File: config.mk
export PLATFORM = sky130hd
export DESIGN_NAME = integral_image_builder
export DESIGN_NICKNAME = d
export VERILOG_FILES = /design/src/rtl/ii_pkg.sv /design/src/rtl/ii_line_buf.sv /design/src/rtl/integral_image_builder.sv
export SDC_FILE = /design/constraint.sdc
export NUM_CORES = 2
export LEC_CHECK = 0
export CORE_MARGIN = 1.5
export CORE_UTILIZATION = 30
export DETAILED_ROUTE_END_ITERATION = 8
export PLACE_DENSITY = 0.41
export REMOVE_ABC_BUFFERS = 1
export SETUP_SLACK_MARGIN = 0.5
export SYNTH_ARGS = -nofsm -noshare
export SYNTH_HDL_FRONTEND = slang
export SYNTH_SLANG_ARGS = --single-unit
export TNS_END_PERCENT = 1
File: constraint.sdc
create_clock -name pclk -period 25.8 [get_ports pclk]
set_input_delay 2.58 -clock pclk [delete_from_list [all_inputs] [get_ports pclk]]
set_output_delay 2.58 -clock pclk [all_outputs]
set_load 0.05 [all_outputs]
File: src/rtl/ii_pkg.sv
// Shared definitions for the integral image builder: FSM state encoding
// and the ceiling-log2 helper used to size addresses and accumulators.
package ii_pkg;

  typedef enum logic [1:0] {
    ST_IDLE   = 2'd0,
    ST_ACTIVE = 2'd1,
    ST_DONE   = 2'd2
  } ii_state_e;

  // Bits needed to address 'value' distinct locations (clog2(1) = 0).
  function automatic int clog2(input int value);
    int res;
    res = 0;
    for (int i = 0; i < 32; i++) begin
      if (((value - 1) >> i) != 0) res = i + 1;
    end
    return res;
  endfunction

endpackage

File: src/rtl/ii_line_buf.sv
// Previous-row line buffer: simple dual-port RAM with one write port and one
// registered read port, read-before-write when both ports hit the same entry.
module ii_line_buf
  import ii_pkg::*;
#(
  parameter int DEPTH = 160,
  parameter int WIDTH = 16,
  localparam int ABW = (clog2(DEPTH) > 0) ? clog2(DEPTH) : 1
) (
  input  logic             clk,
  input  logic             we,
  input  logic [ABW-1:0]   waddr,
  input  logic [WIDTH-1:0] wdata,
  input  logic [ABW-1:0]   raddr,
  output logic [WIDTH-1:0] rdata
);

  logic [WIDTH-1:0] mem [DEPTH];

  always_ff @(posedge clk) begin
    if (we) mem[waddr] <= wdata;
    rdata <= mem[raddr];
  end

endmodule

File: src/rtl/integral_image_builder.sv
// Streams a raster-order greyscale frame and writes its integral image (and
// optionally the squared-pixel integral) one entry per accepted pixel.
module integral_image_builder
  import ii_pkg::*;
#(
  parameter int IMG_W = 160,
  parameter int IMG_H = 120,
  parameter int PIX_W = 4,
  parameter int SQ_EN = 0,
  localparam int AW  = clog2(IMG_W * IMG_H),
  localparam int IIW = PIX_W + AW,
  localparam int SQW = 2 * PIX_W + AW
) (
  input  logic             pclk,
  input  logic             rst,
  input  logic             vsync,
  input  logic             pix_valid,
  input  logic [PIX_W-1:0] pix_data,
  output logic             ii_we,
  output logic [AW-1:0]    ii_addr,
  output logic [IIW-1:0]   ii_data,
  output logic [SQW-1:0]   ii_sq_data,
  output logic             frame_done,
  output logic             busy,
  output logic             overrun,
  output ii_state_e        state
);

  localparam int CW = (clog2(IMG_W) > 0) ? clog2(IMG_W) : 1;
  localparam int RW = (clog2(IMG_H) > 0) ? clog2(IMG_H) : 1;
  localparam logic [CW-1:0] COL_LAST = CW'(IMG_W - 1);
  localparam logic [RW-1:0] ROW_LAST = RW'(IMG_H - 1);

  ii_state_e      state_q, state_d;
  logic [CW-1:0]  col, col_next;
  logic [RW-1:0]  row;
  logic [AW-1:0]  pix_cnt;
  logic           accept, is_last, last_acc;
  logic [IIW-1:0] row_sum, row_sum_next, above, ii_next, lb_rdata;

  assign state = state_q;

  // pix_valid is a push-only strobe with no back-pressure: a pixel is taken
  // whenever pix_valid=1, vsync=0 and the frame is not yet DONE; otherwise it
  // is dropped (and flagged as overrun when it arrives in DONE).
  assign accept  = pix_valid && !vsync && (state_q != ST_DONE);
  assign is_last = (col == COL_LAST) && (row == ROW_LAST);

  always_comb begin
    state_d = state_q;
    if (vsync) begin
      state_d = ST_IDLE;
    end else begin
      case (state_q)
        ST_IDLE, ST_ACTIVE: if (accept) state_d = is_last ? ST_DONE : ST_ACTIVE;
        ST_DONE:            state_d = ST_DONE;
        default:            state_d = ST_IDLE;
      endcase
    end
  end

  always_ff @(posedge pclk) begin
    if (rst) state_q <= ST_IDLE;
    else     state_q <= state_d;
  end

  // The RAM read port is aimed at the column the next pixel will use, so the
  // registered read data is already in place when that pixel arrives.
  always_comb begin
    col_next = col;
    if (vsync)       col_next = '0;
    else if (accept) col_next = (col == COL_LAST) ? '0 : col + CW'(1);
  end

  assign row_sum_next = ((col == '0) ? '0 : row_sum) + IIW'(pix_data);
  assign above        = (row == '0) ? '0 : lb_rdata;
  assign ii_next      = row_sum_next + above;

  ii_line_buf #(.DEPTH(IMG_W), .WIDTH(IIW)) u_ii_buf (
    .clk   (pclk),
    .we    (accept),
    .waddr (col),
    .wdata (ii_next),
    .raddr (col_next),
    .rdata (lb_rdata)
  );

  always_ff @(posedge pclk) begin
    if (rst) begin
      col        <= '0;
      row        <= '0;
      pix_cnt    <= '0;
      row_sum    <= '0;
      ii_we      <= 1'b0;
      ii_addr    <= '0;
      ii_data    <= '0;
      last_acc   <= 1'b0;
      frame_done <= 1'b0;
      busy       <= 1'b0;
      overrun    <= 1'b0;
    end else begin
      ii_we      <= accept;
      last_acc   <= accept && is_last;
      frame_done <= last_acc;
      col        <= col_next;
      if (accept) begin
        ii_addr <= pix_cnt;
        ii_data <= ii_next;
      end
      if (vsync) begin
        row     <= '0;
        pix_cnt <= '0;
        row_sum <= '0;
        busy    <= 1'b0;
        overrun <= 1'b0;
      end else begin
        if (accept) begin
          row_sum <= row_sum_next;
          pix_cnt <= is_last ? '0 : pix_cnt + AW'(1);
          if (col == COL_LAST) row <= is_last ? '0 : row + RW'(1);
        end
        if (last_acc)    busy <= 1'b0;
        else if (accept) busy <= 1'b1;
        if (state_q == ST_DONE && pix_valid) overrun <= 1'b1;
      end
    end
  end

  generate
    if (SQ_EN != 0) begin : g_sq
      logic [SQW-1:0] sq_row_sum, sq_row_sum_next, sq_above, sq_next, sq_rdata, pix_sq;

      assign pix_sq          = SQW'(pix_data) * SQW'(pix_data);
      assign sq_row_sum_next = ((col == '0) ? '0 : sq_row_sum) + pix_sq;
      assign sq_above        = (row == '0) ? '0 : sq_rdata;
      assign sq_next         = sq_row_sum_next + sq_above;

      ii_line_buf #(.DEPTH(IMG_W), .WIDTH(SQW)) u_sq_buf (
        .clk   (pclk),
        .we    (accept),
        .waddr (col),
        .wdata (sq_next),
        .raddr (col_next),
        .rdata (sq_rdata)
      );

      always_ff @(posedge pclk) begin
        if (rst) begin
          sq_row_sum <= '0;
          ii_sq_data <= '0;
        end else begin
          if (vsync)       sq_row_sum <= '0;
          else if (accept) sq_row_sum <= sq_row_sum_next;
          if (accept) ii_sq_data <= sq_next;
        end
      end
    end else begin : g_no_sq
      assign ii_sq_data = '0;
    end
  endgenerate

endmodule

* Yosys cells after proc, flatten, opt, wreduce, memory -nomap -nowiden
Memories as Yosys holds them, arrays and structs flattened. A register that Yosys moved wholly into a read port is not among the register bits.
Cells that the tools add are included.
** Storage, ports and cells
- Bits in writable memories :: 3040
- Memories kept :: 1
- Output and inout port bits :: 63
- Flip-flop bits (word level) :: 90
- Bits of input ports :: 8
- Word-level logic and storage cells :: 49
** Cells by class
- Muxes and demuxes :: 12
- Equal/unequal tests :: 6
- Reduce and logical (&&, ||, !) cells :: 13
- Add/sub/neg operators :: 5
** Memories
- u_ii_buf.mem :: depth 160, width 19, rd ports 1, clocked after memory_dff 1, wr ports 1, RTL line ii_line_buf.sv:18 : logic [WIDTH-1:0] mem [DEPTH];
** Operator list (number)
- $mux W19 :: 2
- $mux W8 :: 3
- $add A19 B19 Y19 :: 1
- $add A19 B4 Y19 :: 1
- $add A15 B1 Y15 const B :: 1
- $mux W15 :: 1
- $add A8 B1 Y8 const B :: 1
- $eq A8 B8 Y1 const B :: 1
- $logic_not A8 Y1 :: 1
- $add A7 B1 Y7 const B :: 1
- $eq A7 B7 Y1 const B :: 1
- $logic_not A7 Y1 :: 1
- $mux W7 :: 1
- $logic_and A1 B1 Y1 :: 5
- $mux W2 :: 2
- $ne A2 B2 Y1 const B :: 2
- $pmux W2 S2 :: 1
- $reduce_or A2 Y1 :: 2
- $reduce_or A3 Y1 :: 1
- $eq A2 B1 Y1 const B :: 1
- $eq A2 B2 Y1 const B :: 1
- $logic_not A2 Y1 :: 1
- $mux W1 :: 2
- $reduce_and A2 Y1 :: 1
- $logic_not A1 Y1 :: 1

* Depth between registers and ports, before layout
- Word-level depth :: 5
- Gate-level depth with buffers :: 25
- Mapped depth without buffers :: 23

* Hierarchy
From an unflattened synthesis, not the netlist that was laid out.
** Unflattened totals
- Cells, all modules :: 5937
- Area total of the unflattened synthesis :: 122885.4 µm²
** By module, submodules not included
- ii_line_buf :: area an instance 117326.3 µm², cells an instance 5211, seq. area each 91667.9 µm², times used 1
- integral_image_builder :: area an instance 5559.1 µm², cells an instance 726, seq. area each 1801.7 µm², times used 1

* Least setup slack after synthesis
No wires, ideal clock.
- Kind :: input-to-reg
- Start point :: input port pix_data[0]
- End point :: memory u_ii_buf.mem[0][18] (netlist name) (data pin)
- Path buffers :: 0
- Required time :: 24.686 ns
- Arrival :: 9.595 ns
- Slack :: 15.091 ns
- Library setup time :: 1.114 ns
- Stages :: 13
- Path through :: ha_1 fa_1 a21oi_1 o21bai_1 nor4b_1 nand2_1 xor2_1 ha_1 a21o_1 a21o_1 nor3_1 a21oi_1 xnor2_1
** Between the ends
- Longest elaborated chain between the ends :: 2
** RTL lines
- start: declaration :: RTL line integral_image_builder.sv:18 : input logic [PIX_W-1:0] pix_data,
- $add A19 B4 Y19 :: RTL line integral_image_builder.sv:75 : assign row_sum_next = ((col == '0) ? '0 : row_sum) + IIW'(pix_data);
- via row_sum_next[14] :: RTL line integral_image_builder.sv:39 : logic [IIW-1:0] row_sum, row_sum_next, above, ii_next, lb_rdata;
- $add A19 B19 Y19 :: RTL line integral_image_builder.sv:77 : assign ii_next = row_sum_next + above;
- via ii_next[18] :: RTL line integral_image_builder.sv:39
- end: declaration :: RTL line ii_line_buf.sv:18
The timed path passes the listed nets, and every way through them passes these cells.

* Worst setup path in the final report
- Start point :: input port pix_valid
- End point :: register u_ii_buf.rdata[2], read port of u_ii_buf.mem
** Between the ends
- Longest elaborated chain between the ends :: 4
** RTL lines
- start: declaration :: RTL line integral_image_builder.sv:17 : input logic pix_valid,
- $logic_and A1 B1 Y1 (2 in a row) :: RTL line integral_image_builder.sv:46 : assign accept = pix_valid && !vsync && (state_q != ST_DONE);
- $mux W8 :: RTL line integral_image_builder.sv:72 : else if (accept) col_next = (col == COL_LAST) ? '0 : col + CW'(1);
- $mux W8 :: RTL line integral_image_builder.sv:71 : if (vsync) col_next = '0;
- end: declaration :: RTL line ii_line_buf.sv:15 : output logic [WIDTH-1:0] rdata
No other way between the ends.
A chain may end at the register's enable or synchronous reset.

==> flow_summary.ini <==
[run_status]
outcome = finished with violations
violations = capacitance limit

[synth]
ys_top_cells_by_area = edfxtp_1, mux4_2, nand2_1
ys_types = 67
ys_seq_elements = 3149
ys_warn_count = 0
postSynth.asyncResetShare = 0
netlist_instances = 6551
synthFlopType = edfxtp_1
synth_enable_flop_cells = 3040
synth_commonest_cells = edfxtp_1, nand2_1, mux4_2
synth_most_common_cell = edfxtp_1
ys_seq_area_frac = 0.763
yosys.area.top_type_share = 0.745
synth_largest_area_cell = edfxtp_1
syn_area_per_cell_um2 = 18.7
synth_area_um2 = 123000

[global_routing]
antenna_found_initial = 30
grt_use_total = 0.183
grt_pass1_vias = 64700
grt_max_degree = 162
grt_pass1_wl_mm = 533
overflow = 0

[worst_setup_path]
reg2reg_slack_ns = 17.81
timing.rr.start = col[5]$_SDFF_PP0_
crit_family = buffers and inverters
timing.rr.end = u_ii_buf.mem[63][14]$_DFFE_PP_
crit_type = in2reg
cp-start-kind = input port
endpoint_kind = flip-flop
critPathMostFrequentCell = buf_4
path_buf_inv = 7
required_ns = 26.56
reg2reg_depth = 19
worst_path_max_delay_cell = nor4_1
arrival_ns = 10.06
path_max_fanout = 36
crit_path_cell_trace = clkdlybuf4s50_1, inv_1, o21ai_1, a21oi_4, buf_4, buf_4, buf_4, buf_4, buf_4, mux4_2, nand2_1, nand4_1, nor4_1, a2111oi_1
critPathMaxStageDelay_ns = 1.14

[layout]
final_nets = 6842
nFillCells = 38400
area_delta_synth_final_pct = 16.1
drive_above_1_share = 0.231

[die]
die-area_um2 = 412000
start_util = 0.302
core_area_um2 = 406000
num_rows = 234
die_h_um = 642
io_pins = 71
die_w_um = 642

[timing]
rsz0062_at_grt = false
fmax_ghz = 0.108
layout_min_cycle_time_ns = 9.30
fin_ws_ns = 16.50
hold_viol = 0
slew_headroom = 0.00459
whs_ns = 0.429
drv_slew = 0
skew_ns = 0.0632
worst_slew_pin_slew_ns = 1.48
fin_crit_sh = 0.360
setup_viol = 0

[cts]
cts_tree = done
clockBufferDepth = 4
numCtsBuffers = 352
clock_sinks = 3149
root_buffer = clkbuf_16
holdBufCountCts = 0
htreeDepth = 5
clock_latency_ns = 0.96
cts-resized-gates = 0
cts_setup_buffers = 0
clk_pin_slew_ns = 0.06

[drt]
firstDrtPassIters = 7
ant_nets = 0
avgViaCountPerCell = 5.06
drc = 0
drt_iter0_drc = 5736
wirelength_mm = 384
via_count = 63300
avgRoutedWirePerCell_um = 30.7

[min_path]
holdPathStages = 1
min_path_type = reg2reg
hold_start = last_acc$_SDFF_PP0_
min_to = busy$_SDFFE_PP0P_

[flow_run]
max_cap_violations = 1

[placement]
place.port_buffers = 47
dp_hpwl_mm = 215
gp_congestion = 0.786
post-place-ws_ns = 15.34

[power_and_ir_drop]
p_leak_uw = 0.0413
ir_worst_vdd_mv = 0.0509
pwr_density_cell_nw_per_um2 = 75.0
==> metrics by stage <==
| step | area [um^2] | std cells | total power (uW) | utilization | TNS [ns] |
|---|---|---|---|---|---|
| after floorplan | 121000 | 6176 | 5980 | - | -793.88 |
| after global placement | 131000 | 11900 | 5880 | 0.323 | 0 |
| after detailed placement | 131000 | 11900 | 5890 | 0.323 | 0 |
| after CTS | 142000 | 12500 | 10800 | 0.350 | 0 |
| after global routing | 142000 | 12500 | 11000 | 0.350 | 0 |
| final | 142000 | 12500 | 10700 | 0.350 | 0 |
==> flip-flops by register name, summed over array words and instances (netlist names) <==
signal,cells
last_acc,1
ii_data,19
u_ii_buf.mem,3040
row,7
col,8
pix_cnt,15
state,2
ii_we,1
busy,1
u_ii_buf.rdata,19
ii_addr,15
frame_done,1
overrun,1
row_sum,19
==> how the worst max path moves through the flow <==
stage | to | startpoint | slack [ns] | depth (start not counted)
6_report | u_ii_buf.rdata[2]$_DFF_P_ | pix_valid | 16.50 | 14
5_1_grt | u_ii_buf.rdata[5]$_DFF_P_ | pix_valid | 16.08 | 15
4_1_cts | u_ii_buf.rdata[5]$_DFF_P_ | pix_valid | 16.37 | 15
3_5_place_dp | u_ii_buf.rdata[5]$_DFF_P_ | pix_valid | 15.34 | 15
3_3_place_gp | u_ii_buf.rdata[5]$_DFF_P_ | pix_valid | 15.33 | 15
2_1_floorplan | u_ii_buf.rdata[0]$_DFF_P_ | pix_valid | -41.80 | 9
==> per-layer routing <==
metal,GRT usage,share of wire,vias to the layer above,wire length (um)
met5,0,0.000034,-,13
met3,0.0210,0.044,454,17000
met4,0.0419,0.023,2,8670
met1,0.257,0.45,34500,173000
met2,0.302,0.48,1627,186000
li1,-,-,26700,-
==> layout make-up <==
cell class	instances	area [um^2]	share of cell area
antenna	17	42.5	0.000299
clock inverter	186	1790	0.0125
tap	5428	6790	0.0477
clock buffer	449	9330	0.0656
multi-input combinational	3014	28500	0.201
timing repair buffer	273	2300	0.0161
inverter	13	48.8	0.000343
sequential	3149	93500	0.657
==> kinds of logic (layout without fill, tap and decap cells) <==
family          count (synthesis)  count (layout)  share of synthesized area
xor+xnor                       51              51                    0.00364
mux                           710             710                      0.128
other cells                     1              40                  0.0000306
simple gates                 1774            1774                     0.0635
buf+inv                       410             921                     0.0168
fa+ha+maj                      31              31                    0.00329
flops                        3149            3149                      0.763
compound gates                425             425                     0.0222
==> report_power, final <==
part	internal [uW]	total [uW]	switching (uW)
logic	78.5	221	142
registers	5550	5550	3.34
clock network	2810	4910	2100
total	8430	10700	2250
==> cell usage in the layout, fill, tap and decap left out, types with 82 or more instances in the layout <==
cell,count
a21oi_1,211
and3_1,82
clkbuf_16,357
buf_4,214
clkbuf_1,87
mux4_2,684
nor2_4,112
edfxtp_1,3040
nand3_1,284
dfxtp_1,109
nand2_1,967
Power figures use the tool's default switching activity.
